`src/rtl/decoder_pkg.sv`:
```
// Shared constants for the decoder_scan block.
// Contents: MODE_DIRECT / MODE_SCAN encodings for the mode input.
package decoder_pkg;

  localparam logic MODE_DIRECT = 1'b0;
  localparam logic MODE_SCAN   = 1'b1;

endpackage : decoder_pkg

```
`src/rtl/decoder_onehot.sv`:
```
// Combinational N-to-2^N one-hot decoder with enable.
// Ports:
//   sel_i : N-bit index to decode
//   en_i  : when low the output is all-zero
//   y_o   : [0:2^N-1] one-hot result, y_o[k] high when sel_i == k
module decoder_onehot #(
  parameter int unsigned N = 4
) (
  input  logic [N-1:0]        sel_i,
  input  logic                en_i,
  output logic [0:(1<<N)-1]   y_o
);

  always_comb begin
    y_o = '0;
    if (en_i) y_o[sel_i] = 1'b1;
  end

endmodule : decoder_onehot

```
`src/rtl/decoder_scan.sv`:
```
// Index register with direct-load and dwell-timed scan modes, decoded to a
// one-hot output.
// Ports:
//   clk, rst_n : clock, asynchronous active-low reset
//   w          : select value captured when load is high
//   e          : enable; low blanks y and pauses the scan
//   load       : capture strobe for w (wins over a scan advance)
//   mode       : 0 = direct, 1 = scan
//   dwell      : cycles-minus-one each index is held while scanning
//   mask       : (DECODER_SCAN_MASK_EN only) mask[k] = 1 skips/blanks index k
//   y          : one-hot of idx, gated by the registered enable
//   idx        : current index
//   wrap       : one-cycle pulse when a scan advance wraps around
// Build option: define DECODER_SCAN_MASK_EN to add the mask input.
module decoder_scan
  import decoder_pkg::*;
#(
  parameter int unsigned N       = 4,
  parameter int unsigned DWELL_W = 8
) (
  input  logic                clk,
  input  logic                rst_n,
`ifdef DECODER_SCAN_MASK_EN
  input  logic [0:(1<<N)-1]   mask,
`endif
  input  logic [N-1:0]        w,
  input  logic                e,
  input  logic                load,
  input  logic                mode,
  input  logic [DWELL_W-1:0]  dwell,
  output logic [0:(1<<N)-1]   y,
  output logic [N-1:0]        idx,
  output logic                wrap
);

  logic [N-1:0]       idx_q, idx_d;
  logic [DWELL_W-1:0] cnt_q, cnt_d;
  logic               en_q;
  logic               mode_q;
  logic               wrap_q, wrap_d;

  // Next scan index and whether reaching it counts as a wrap.
  logic [N-1:0]       nxt_idx;
  logic               nxt_wraps;
  logic               adv_blocked;
  logic               idx_visible;

`ifdef DECODER_SCAN_MASK_EN
  localparam int unsigned NUM = 1 << N;

  // First unmasked index above idx_q, searching circularly.
  always_comb begin
    logic [N-1:0] cand;
    logic         found;
    cand    = '0;
    found   = 1'b0;
    nxt_idx = idx_q;
    for (int unsigned off = 1; off <= NUM; off++) begin
      cand = N'(32'(idx_q) + off);
      if (!found && !mask[cand]) begin
        nxt_idx = cand;
        found   = 1'b1;
      end
    end
  end

  assign nxt_wraps   = (nxt_idx <= idx_q);
  assign adv_blocked = &mask;
  assign idx_visible = en_q && !mask[idx_q];
`else
  assign nxt_idx     = idx_q + N'(1);
  assign nxt_wraps   = &idx_q;
  assign adv_blocked = 1'b0;
  assign idx_visible = en_q;
`endif

  // State register.
  always_ff @(posedge clk or negedge rst_n) begin
    if (!rst_n) begin
      idx_q  <= '0;
      cnt_q  <= '0;
      en_q   <= 1'b0;
      mode_q <= MODE_DIRECT;
      wrap_q <= 1'b0;
    end else begin
      idx_q  <= idx_d;
      cnt_q  <= cnt_d;
      en_q   <= e;
      mode_q <= mode;
      wrap_q <= wrap_d;
    end
  end

  // Next-state: load beats mode-change clear, which beats the dwell advance.
  always_comb begin
    idx_d  = idx_q;
    cnt_d  = cnt_q;
    wrap_d = 1'b0;
    if (mode == MODE_DIRECT) begin
      cnt_d = '0;
      if (load) idx_d = w;
    end else if (load) begin
      idx_d = w;
      cnt_d = '0;
    end else if (mode != mode_q) begin
      cnt_d = '0;
    end else if (e) begin
      if (cnt_q == dwell) begin
        cnt_d = '0;
        if (!adv_blocked) begin
          idx_d  = nxt_idx;
          wrap_d = nxt_wraps;
        end
      end else begin
        cnt_d = cnt_q + DWELL_W'(1);
      end
    end
  end

  // Output decode from registered state.
  decoder_onehot #(
    .N (N)
  ) u_onehot (
    .sel_i (idx_q),
    .en_i  (idx_visible),
    .y_o   (y)
  );

  assign idx  = idx_q;
  assign wrap = wrap_q;

endmodule : decoder_scan

```
`config.mk`:
```
export PLATFORM = sky130hd
export DESIGN_NAME = decoder_scan
export DESIGN_NICKNAME = d
export VERILOG_FILES = /design/src/rtl/decoder_pkg.sv /design/src/rtl/decoder_onehot.sv /design/src/rtl/decoder_scan.sv
export SDC_FILE = /design/constraint.sdc
export NUM_CORES = 1
export LEC_CHECK = 0
export ABC_CLOCK_PERIOD_IN_PS = 4500
export CORE_MARGIN = 2
export CORE_UTILIZATION = 47
export CTS_BUF_LIST = sky130_fd_sc_hd__clkbuf_8 sky130_fd_sc_hd__clkbuf_16
export CTS_CLUSTER_DIAMETER = 30
export DETAILED_ROUTE_END_ITERATION = 8
export PLACE_DENSITY = 0.84
export SLEW_MARGIN = 10
export SYNTH_ARGS = -nofsm -noshare
export SYNTH_HDL_FRONTEND = slang
export SYNTH_HIERARCHICAL = 1
export SYNTH_SLANG_ARGS = --single-unit
export TNS_END_PERCENT = 30
```
`constraint.sdc`:
```
create_clock -name clk -period 4.5 [get_ports clk]
set_clock_uncertainty 0.05 [all_clocks]
set_input_delay 1.125 -clock clk [delete_from_list [all_inputs] [get_ports clk]]
set_output_delay 1.125 -clock clk [all_outputs]
set_load 0.01 [all_outputs]
```
==> run metrics <==
multiplexer area fraction after synthesis 0.0532; XOR/XNOR share of the synthesized area 0.0952; Die W 50.4 microns; Initial Util 0.506; Ys Warns 6; hold buffers post-CTS 0; pwr/cell area 226 nW/um^2; Hold/Removal Path Class flop to flop; Synth Instances 109; WL met3 127 microns; crit end category output pin; Max Used Layer met4; synthesized net count 129; H-tree depth 1; Required @ worst endpoint 3.32 ns; GRT overflow 0; initial antenna violation count 0; RSZ-0062 raised after global routing no; Worst Path Max Fanout 7; crit path DAT 1.83 ns; final slew viol count 0; outcome complete, no violations; Setup WS pre-CTS 1.33 ns; clock slew at reported path FFs 0.06 ns; synth top area cells dfrtp_1 37%, xnor2_1 9.5%, nor2_1 5.6%; Hold WS 0.501 ns; setup TNS 0 ns; n_diodes 0; setup bufs post-CTS 0; post-DP HPWL 1830 microns; leading area contributor after synthesis dfrtp_1; Synth cell types 35; CP startpoint kind flop; slowest cell delay on critical path 0.55 ns; Cells after DPL 171; CP cell instances or3b_4 > nor3_2 > clkdlybuf4s50_1; antenna-violating nets left 0; mapped cell area 1010 sq um; FMAX 0.333 GHz; EDFF count, synth 0; RePlAce Congestion 0.783; All-Layer GR Usage 0.205; # rows 16; simple-gate share of the synthesized area 0.335; Avg Inst Size Synth 9.29 sq um; CTS Buf Count 3; nets 169; final core area utilization 0.724; WS Path Type flop to output pin; 1st-pass router iterations 4; Final Cell Area 1450 sq um; DRC errors left 0; fin crit share 0.667; die area 2540 sq um; routed vias 920; Clock Latency Late Sink 0.25 ns; Vias per Instance 5.26; Sink Count 15; chip height 50.4 microns; WP buf/inv 1; routed wl met2 1200 microns; DRT met1 WL 933 microns; Top delay family on crit path simple AND/OR/NAND/NOR gates; most frequent cells in the layout 37 x clkdlybuf4s50_1, 15 x nor2_1, 15 x dfrtp_1; routed length per instance 13.0 microns; first-pass GRT wire length 3990 microns; largest family of logic cells by synthesized area simple AND/OR/NAND/NOR gates; placed cell areas 1400 sq um; #FFs+latches synth 15; TritonCTS clock tree done; compound-gate portion of the synthesized area 0.0927; Least-Margin Pin Slew 0.678 ns; Synth top area share 0.371; final setup margin 1.50 ns; max cap viols 0; Layout area overhead 43.3%; DRT iter0 DRCs 14; Pwr Total 328 uW; clock period minus worst slack 3.00 ns; max_slew headroom 0.546; layout cells sized above 1 0.122; maximum vdd drop 0.197 mV; commonest non-fill, non-tap cell in the layout clkdlybuf4s50_1; post-synthesis sequential area ratio 0.371; Total Wirelength 2270 microns; pin count of the biggest net entering global routing 16; post_cts resized 0; Buffers on Ports 37; vias in the first global route 916; synthesized-area fraction occupied by adder cells 0.0371; final hold viol count 0; I/O pin count 38; asr flop ratio synth 1.00; Post-synth top flop dfrtp_1; Root Buffer clkbuf_8; Setup violations, final 0; Finished Layout Cells 175; Longest Clk Path Bufs 2; CP max-delay cell clkdlybuf4s50_1; Leak 0.548 nW; Core Area 2000 sq um
## final timing paths
kind	cells past startpoint	from	slack, ns	to
max in group asynchronous	1	rst_n	2.72	wrap
worst max register to register	5	cnt_q[2]	2.57	idx[1]
min in group asynchronous	1	rst_n	1.24	idx[1]
worst min register to register	2	cnt_q[7]	0.50	cnt_q[7]
worst max-delay path	3	idx[3]	1.50	y[0]
worst min-delay path	2	cnt_q[7]	0.50	cnt_q[7]
## logic make-up after synthesis
family                     Yosys count
buffers and inverters                3
and+or+nand+nor                     57
AOI/OAI and AO/OA                   15
adders and majority gates            3
xor gates and xnor gates            11
muxes                                5
DFF                                 15
## layout make-up
| type | instances | area [sq um] |
|---|---|---|
| well taps | 27 | 33.8 |
| repair buffers | 37 | 370 |
| inverters | 1 | 3.75 |
| clock buffers | 3 | 41.3 |
| flip-flops and latches | 15 | 375 |
| multi-input cells | 91 | 621 |
| fillers | 159 | 552 |
| clock inverters | 1 | 5.00 |
## metal layers
layer  global-route usage  vias up
met5                    0        -
met4               0.0631        0
met3               0.0327        2
met2                0.401       33
met1                0.220      423
li1                     -      462
## power by group
group / internal (mW) / switching (mW)
Sequential: 0.140 / 0.0102
Combinational: 0.0391 / 0.0313
Clock: 0.0612 / 0.0465
## worst min-delay path: stages (launching register included)
cell and delay [ns]:
dfrtp_1 0.40, nand2_1 0.06, o21ai_0 0.06
## flip-flops by register name (all words and copies together) (netlist names)
register and cells:
wrap 1, cnt_q 8, idx 4, mode_q 1, en_q 1
## synth_stat cells (2+ instances only)
master and n:
nor2_1 15, nor3_1 3, nand3b_1 3, mux2_2 2
ha_1 3, nand2_1 11, dfrtp_1 15, nor3_2 2
mux2i_1 2, nor2b_1 3, a22o_1 3, nor2_2 2
o21ai_1 3, o21ai_0 6, nand2b_1 2, nor4_2 2
and3_1 2, nand3_1 3, xnor2_1 11
No activity file was read; power rests on OpenSTA's default activity.
